**src/rtl/sd_spi_byte.sv**
```systemverilog
// Byte-wide SPI mode-3 transceiver for an SD card. It gates an external clock
// divider and shifts one byte out on mosi while shifting one byte in from miso.
module sd_spi_byte #(
  parameter logic IDLE_MOSI = 1'b1
) (
  input  logic       clk,
  input  logic       rst,
  input  logic       start,
  input  logic [7:0] tx_data,
  input  logic       cs_req,
  output logic       busy,
  output logic [7:0] rx_data,
  output logic       rx_valid,
  output logic       div_en,
  input  logic       sclk_in,
  output logic       mosi,
  input  logic       miso,
  output logic       cs_n
);

  typedef enum logic {
    IDLE = 1'b0,
    XFER = 1'b1
  } state_t;

  state_t      state_q, state_d;
  logic [7:0]  tx_sh_q, tx_sh_d;
  logic [7:0]  rx_sh_q, rx_sh_d;
  logic [2:0]  bit_cnt_q, bit_cnt_d;
  logic        sclk_q;
  logic        busy_q, busy_d;
  logic [7:0]  rx_data_q, rx_data_d;
  logic        rx_valid_q, rx_valid_d;
  logic        mosi_q, mosi_d;
  logic        cs_n_q;

  logic        rise;
  logic        fall;
  logic        last_rise;

  // Edges are visible in the first cycle sclk_in carries its new level.
  assign rise      = sclk_in & ~sclk_q;
  assign fall      = ~sclk_in & sclk_q;
  assign last_rise = rise & (bit_cnt_q == 3'd7);

  // Dropping the enable on the final rise leaves the divider parked high with
  // its counter at zero, so every byte starts from the same phase.
  assign div_en = (state_q == XFER) & ~last_rise;

  always_comb begin
    state_d    = state_q;
    tx_sh_d    = tx_sh_q;
    rx_sh_d    = rx_sh_q;
    bit_cnt_d  = bit_cnt_q;
    busy_d     = busy_q;
    rx_data_d  = rx_data_q;
    rx_valid_d = 1'b0;
    mosi_d     = mosi_q;

    case (state_q)
      IDLE: begin
        if (start) begin
          tx_sh_d   = tx_data;
          rx_sh_d   = 8'h00;
          bit_cnt_d = 3'd0;
          busy_d    = 1'b1;
          mosi_d    = tx_data[7];
          state_d   = XFER;
        end
      end

      XFER: begin
        // The MSB is already on the line before the first falling edge.
        if (fall && (bit_cnt_q != 3'd0)) begin
          tx_sh_d = {tx_sh_q[6:0], 1'b0};
          mosi_d  = tx_sh_q[6];
        end
        if (rise) begin
          rx_sh_d   = {rx_sh_q[6:0], miso};
          bit_cnt_d = bit_cnt_q + 3'd1;
          if (bit_cnt_q == 3'd7) begin
            rx_data_d  = {rx_sh_q[6:0], miso};
            rx_valid_d = 1'b1;
            busy_d     = 1'b0;
            mosi_d     = IDLE_MOSI;
            state_d    = IDLE;
          end
        end
      end

      default: state_d = IDLE;
    endcase
  end

  always_ff @(posedge clk) begin
    if (rst) begin
      state_q    <= IDLE;
      tx_sh_q    <= 8'h00;
      rx_sh_q    <= 8'h00;
      bit_cnt_q  <= 3'd0;
      sclk_q     <= 1'b1;
      busy_q     <= 1'b0;
      rx_data_q  <= 8'h00;
      rx_valid_q <= 1'b0;
      mosi_q     <= IDLE_MOSI;
      cs_n_q     <= 1'b1;
    end else begin
      state_q    <= state_d;
      tx_sh_q    <= tx_sh_d;
      rx_sh_q    <= rx_sh_d;
      bit_cnt_q  <= bit_cnt_d;
      sclk_q     <= sclk_in;
      busy_q     <= busy_d;
      rx_data_q  <= rx_data_d;
      rx_valid_q <= rx_valid_d;
      mosi_q     <= mosi_d;
      cs_n_q     <= ~cs_req;
    end
  end

  assign busy     = busy_q;
  assign rx_data  = rx_data_q;
  assign rx_valid = rx_valid_q;
  assign mosi     = mosi_q;
  assign cs_n     = cs_n_q;

endmodule

```
**config.mk**
```make
export PLATFORM = sky130hd
export DESIGN_NAME = sd_spi_byte
export DESIGN_NICKNAME = d
export VERILOG_FILES = /design/src/rtl/sd_spi_byte.sv
export SDC_FILE = /design/constraint.sdc
export NUM_CORES = 1
export LEC_CHECK = 0
export ABC_AREA = 1
export CAP_MARGIN = 20
export CELL_PAD_IN_SITES_DETAIL_PLACEMENT = 0
export CELL_PAD_IN_SITES_GLOBAL_PLACEMENT = 2
export CORE_UTILIZATION = 31
export CTS_CLUSTER_SIZE = 30
export DETAILED_ROUTE_END_ITERATION = 8
export PLACE_DENSITY = 0.81
export SYNTH_ARGS = -nofsm -noshare
export SYNTH_HDL_FRONTEND = slang
export SYNTH_SLANG_ARGS = --single-unit
```
**constraint.sdc**
```tcl
create_clock -name clk -period 2.6 [get_ports clk]
set_input_delay 0.52 -clock clk [delete_from_list [all_inputs] [get_ports clk]]
set_output_delay 0.52 -clock clk [all_outputs]
set_load 0.02 [all_outputs]
```
==> results of run 1 <==
==> cell families after synthesis <==
family	share of synthesized area (%)
adders and majority gates	2.755
DFF	45.55
and+or+nand+nor	32.32
AOI/OAI and AO/OA	11.29
buffers and inverters	8.080
==> final cells by class <==
| class | instances | share of cell area, % |
|---|---|---|
| Timing Repair Buffer | 28 | 15.90 |
| Tap cell | 50 | 3.613 |
| Sequential cell | 31 | 35.84 |
| Clock inverter | 1 | 0.2890 |
| Inverter | 16 | 3.468 |
| Clock buffer | 7 | 4.408 |
| Multi-Input combinational cell | 124 | 36.49 |
==> cells in the final DEF, fill, tap and decap left out, types with 2 or more instances in the layout <==
cell             count
dfxtp_1             31
a21oi_2              9
inv_1               12
nor2_1              14
o21ai_0              6
nand2_1             58
nand3_1             19
nor2_8               2
nand2_4              2
buf_4                2
clkdlybuf4s50_1     26
ha_1                 3
a21oi_1              9
clkbuf_1             2
inv_2                4
clkbuf_8             5
==> worst min-delay path, cell delays in order, from the launching register on <==
cell and delay (ns):
dfxtp_1 0.31, nand2_1 0.06, nand2_1 0.04
==> sequential cells by signal, indices dropped and copies added (netlist names), 3 cells and up <==
register   cells
bit_cnt_q      3
rx_data        8
rx_sh_q        7
tx_sh_q        7
==> worst max-delay path by stage <==
stage | from | to | slack [ns] | depth (start not counted)
6_report | bit_cnt_q[0] | div_en | 0.26 | 6
5_1_grt | bit_cnt_q[0] | div_en | 0.19 | 6
4_1_cts | bit_cnt_q[0] | div_en | 0.24 | 6
3_5_place_dp | sclk_in | div_en | 0.30 | 5
3_3_place_gp | sclk_in | div_en | 0.31 | 5
2_1_floorplan | bit_cnt_q[0] | div_en | 1.11 | 5
==> power by group <==
part / total [mW] / internal [mW] / leakage, nW / switching [mW]
combinational: 0.110 / 0.0485 / 0.473 / 0.0620
sequential: 0.497 / 0.490 / 0.253 / 0.00754
clock: 0.358 / 0.187 / 0.0422 / 0.170
==> layer usage <==
layer  routed length [um]  up-vias  GRT usage [%]
met2                 1293       21          23.04
met3                  117        7          4.167
met1                 1351      513          16.10
li1                     -      613              -
met5                    0        -              0
met4                   61        0          7.813
==> stage by stage <==
step	util [%]	instance area, sq um	worst slack, ns	hold slack [ns]	total power [mW]
after global placement	40.10	1650	0.3129	0.4303	0.6174
after global routing	42.08	1732	0.1902	0.4664	1.017
after CTS	42.08	1732	0.2432	0.4481	0.9845
after floorplan	-	1363	1.108	0.4268	0.5764
after detailed placement	40.10	1650	0.3041	0.4331	0.6191
final	42.08	1732	0.2595	0.4452	0.9654
==> impl_metrics.tcl, run 1 <==
set metrics [dict create \
    cts-root-buf "clkbuf_8" \
    cts_hold_buf 0 \
    cp_cell_sequence "ha_1 -> ha_1 -> inv_1 -> nand2_1 -> nand2_1 -> clkdlybuf4s50_1" \
    p_leak_nw 0.7679 \
    stdcell_count 257 \
    drtIter0Drc 53 \
    r2r-end "tx_sh_q[2]" \
    grt_remaining_overflow 0 \
    finalHoldViolCount 0 \
    gp_congestion 0.6716 \
    coreArea_sq_um 4115 \
    nets 223 \
    ys_seq_elements 31 \
    synth_top_area_cell "dfxtp_1" \
    design.die.area_sq_um 4664 \
    ys_types 17 \
    synth_top_flop_cell "dfxtp_1" \
    r2r-start "bit_cnt_q[0]" \
    max_slew_margin_pct 67.43 \
    period_needed_ns 2.341 \
    cts_buffers 5 \
    cts.sinks 31 \
    dp_hpwl_um 1981 \
    synthTopCellsByArea "dfxtp_1 46%, nand2_1 16%, nand3_1 7.0%" \
    grt_setup_unrepaired "no" \
    min_to "rx_data[1]" \
    clk_path_buf_depth 2 \
    finalClockSkew_ns 0.003553 \
    hold_path.startpoint "rx_data[1]" \
    start_util_pct 33.11 \
    layout-drive-gt1-share_pct 13.04 \
    ys_seq_area_share_pct 45.55 \
    htreeDepth 2 \
    cts_setup_buffers 0 \
    avgSynthCellArea_sq_um 7.698 \
    p_per_area_nw_per_um2 557.5 \
    peakVddDrop_v 0.0002303 \
    max_freq_mhz 427.3 \
    cap_violations 0 \
    worstSetupPathType "register to output port" \
    slew_violations 0 \
    critPathSlowestCell "clkdlybuf4s50_1" \
    critical_path_arrival_ns 1.82 \
    regArea_sq_um 620.6 \
    grt_max_degree 25 \
    multiInputGateArea_sq_um 631.9 \
    wl_um 2824 \
    clk_pin_slew_ns 0.06 \
    drcViolationCount 0 \
    cp_data_required_time_ns 2.08 \
    clk_latency_ns 0.28 \
    slowest_delay_ns 0.60 \
    min_path_type "register to register" \
    dp.cells 249 \
    drtAntennaViolNets 0 \
    antenna_found_initial 0 \
    postSynthCellCount 177 \
    wl_per_cell_um 10.99 \
    n_fill_cell 426 \
    die-height_um 68.30 \
    post-route-period-util_pct 90.02 \
    ioPinCount 27 \
    routed_via_density 4.490 \
    synthToLayoutAreaGrowth_pct 27.09 \
    io_buffers 26 \
    synth_edf_count 0 \
    rows 23 \
    antenna_cells 0 \
    finalSetupTns_ns 0 \
    grt_pass1_wl_um 4692 \
    yosysWarnings 0 \
    reg2reg_slack_ns 1.07 \
    tightest_slew_ns 0.4873 \
    cts_tree "done" \
    finalSetupViolations 0 \
    netlist_top_cells_count "58 x nand2_1, 31 x dfxtp_1, 19 x nand3_1, 14 x nor2_1, 12 x inv_1" \
    cp_num_buf_inv 2 \
    firstDrtPassIters 4 \
    cpLargestDelayFamily "buffers and inverters" \
    holdPathStages 2 \
    rr_worst_depth 6 \
    start_kind "register" \
    grt_usage_pct 14.02 \
    yosysMostFrequentCell "nand2_1" \
    dr_total_vias 1154 \
    worstSetupEndpointType "output port" \
    critPathMaxFanout 3 \
    outcome "completed" \
    ys_async_sr_fraction_pct 0 \
    synth_top_area_share_pct 45.55 \
    post_cts_resized 0 \
    grt_pass1_vias 1091 \
    synth.net_count 194 \
    syn_area_sq_um 1363 \
    die_x_um 68.30 \
]
(Power assumes the default switching activity.)
==> run 2: changes to the inputs <==
- CORE_UTILIZATION: 31 -> 32
- CTS_BUF_LIST: unset -> sky130_fd_sc_hd__clkbuf_8
- PLACE_DENSITY: 0.81 -> 0.84
==> run 2 against run 1 <==
Sequential share of layout area decreased by 0.13 points. Largest power group unchanged. Die area decreased by 3.0%. Setup slack worse by 0.0026 ns. Worst hold slack is essentially flat. Clock skew about the same. Via count is 2.3% higher. Clock-buffer cell count is 1 lower. Non-clock buffer count unchanged. Design area rose by 0.36%. Global-route usage grew 0.13 points. Critical path depth stayed put. Cell count decreased by 0.39%. Critical path type unchanged.
==> impl_metrics.tcl, run 2 (synthesis results as in run 1) <==
set metrics [dict create \
    start_kind "register" \
    gp_congestion 0.7005 \
    place_ws_ns 0.2960 \
    dp.cells 249 \
    coreArea_sq_um 4058 \
    outcome "completed" \
    clk_latency_ns 0.28 \
    tightest_slew_ns 0.4787 \
    design.die.area_sq_um 4523 \
    start_util_pct 33.58 \
    cts.sinks 31 \
    critPathMaxFanout 3 \
    wl_um 2849 \
    post-route-period-util_pct 90.12 \
    p_leak_nw 0.7727 \
    min_to "rx_data[3]" \
    cts_setup_buffers 0 \
    rows 23 \
    min_path_type "register to register" \
    max_freq_mhz 426.8 \
    die_x_um 67.26 \
    worstSetupEndpointType "output port" \
    io_buffers 26 \
    cpLargestDelayFamily "buffers and inverters" \
    r2r-start "bit_cnt_q[0]" \
    finalClockSkew_ns 0.003799 \
    firstDrtPassIters 4 \
    finalHoldViolCount 0 \
    dp_hpwl_um 2000 \
    reg2reg_slack_ns 1.07 \
    post_cts_resized 0 \
    cts_buffers 5 \
    final_common_cell "nand2_1" \
    drtIter0Drc 64 \
    cp_num_buf_inv 2 \
    die-height_um 67.26 \
    holdPathStages 2 \
    clk_path_buf_depth 2 \
    nets 223 \
    worstSetupPathType "register to output port" \
    p_sw_uw 238.0 \
    clkPwrFrac_pct 38.2 \
    clk_pin_slew_ns 0.06 \
    grt_pass1_wl_um 4588 \
    cts-root-buf "clkbuf_8" \
    dr_total_vias 1180 \
    wl_per_cell_um 11.13 \
    drtAntennaViolNets 0 \
    cts_hold_buf 0 \
    grt_pass1_vias 1038 \
    routed_via_density 4.609 \
    critical_path_arrival_ns 1.82 \
    max_slew_margin_pct 68.00 \
    setup_slack_ns 0.2568 \
    htreeDepth 2 \
    r2r-end "tx_sh_q[4]" \
    pwr-share-comb_pct 11.2 \
    cap_violations 0 \
    hold_path.startpoint "rx_data[3]" \
    layout-drive-gt1-share_pct 13.59 \
    cts_tree "done" \
    antenna_cells 0 \
    finalSetupViolations 0 \
    critPathSlowestCell "clkdlybuf4s50_1" \
    synthToLayoutAreaGrowth_pct 27.55 \
    grt_usage_pct 14.15 \
    drcViolationCount 0 \
    grt_max_degree 25 \
    p_per_area_nw_per_um2 565.8 \
    antenna_found_initial 0 \
    p_int_uw 745.4 \
    grt_setup_unrepaired "no" \
    utilization_pct 42.83 \
    mostFrequentLayoutCells "58 x nand2_1, 31 x dfxtp_1, 26 x clkdlybuf4s50_1, 19 x nand3_1, 14 x nor2_1" \
    period_needed_ns 2.343 \
    peakVddDrop_v 0.0002517 \
    ioPinCount 27 \
    stdcell_count 256 \
    slowest_delay_ns 0.60 \
    n_fill_cell 418 \
    rr_worst_depth 6 \
    cp_cell_sequence "ha_1 -> ha_1 -> inv_1 -> nand2_1 -> nand2_1 -> clkdlybuf4s50_1" \
    slew_violations 0 \
    timing.hold.ws_ns 0.4452 \
    largest_reg_flops 8 \
    p_seq_share_pct 50.6 \
    p_sw_share_pct 24.20 \
    cp_data_required_time_ns 2.08 \
    finalSetupTns_ns 0 \
    grt_remaining_overflow 0 \
]
## run 2: cell count changes in the layout (fill, tap and decap cells not counted)
cell      delta
clkbuf_8     +1
clkbuf_1     -2
## run 2: worst max-delay path by stage
stage / cells past startpoint / startpoint / to
after global routing: 6 / bit_cnt_q[0] / div_en
after floorplan: 5 / bit_cnt_q[0] / div_en
after global placement: 5 / sclk_in / div_en
after detailed placement: 5 / sclk_in / div_en
after CTS: 6 / bit_cnt_q[0] / div_en
final: 6 / bit_cnt_q[0] / div_en
## run 2: power by group through the flow
stage / logic (mW) / clock network [mW] / registers, mW
final: 0.110 / 0.376 / 0.497
after global routing: 0.122 / 0.414 / 0.499
after CTS: 0.112 / 0.392 / 0.497
after detailed placement: 0.111 / 0 / 0.508
after global placement: 0.110 / 0 / 0.508
after floorplan: 0.0660 / 0 / 0.510
## run 2: worst min-delay path: stages, from the launching register on
cell and delay [ns]:
dfxtp_1 0.31, nand2_1 0.06, nand2_1 0.04
## run 2: routing by layer
layer	track usage (%)	routed length, um	part of all wire, %
met5	0	0	0
met3	6.250	146	5.1
met1	16.67	1291	45
met4	5.585	38	1.3
met2	22.38	1373	48
## run 2: layout make-up
class | instances | area [sq um] | area share, %
clock buffers | 6 | 82.58 | 4.752
well taps | 50 | 62.56 | 3.600
clock inverters | 1 | 5.005 | 0.2880
multi-input cells | 124 | 631.9 | 36.36
flip-flops and latches | 31 | 620.6 | 35.71
repair buffers | 28 | 275.3 | 15.84
inverters | 16 | 60.06 | 3.456
## run 2: through the flow
stage | instance area [sq um] | power [mW]
after CTS | 1738 | 1.001
after detailed placement | 1650 | 0.6191
after global placement | 1650 | 0.6172
after floorplan | 1363 | 0.5764
after global routing | 1738 | 1.035
final | 1738 | 0.9834
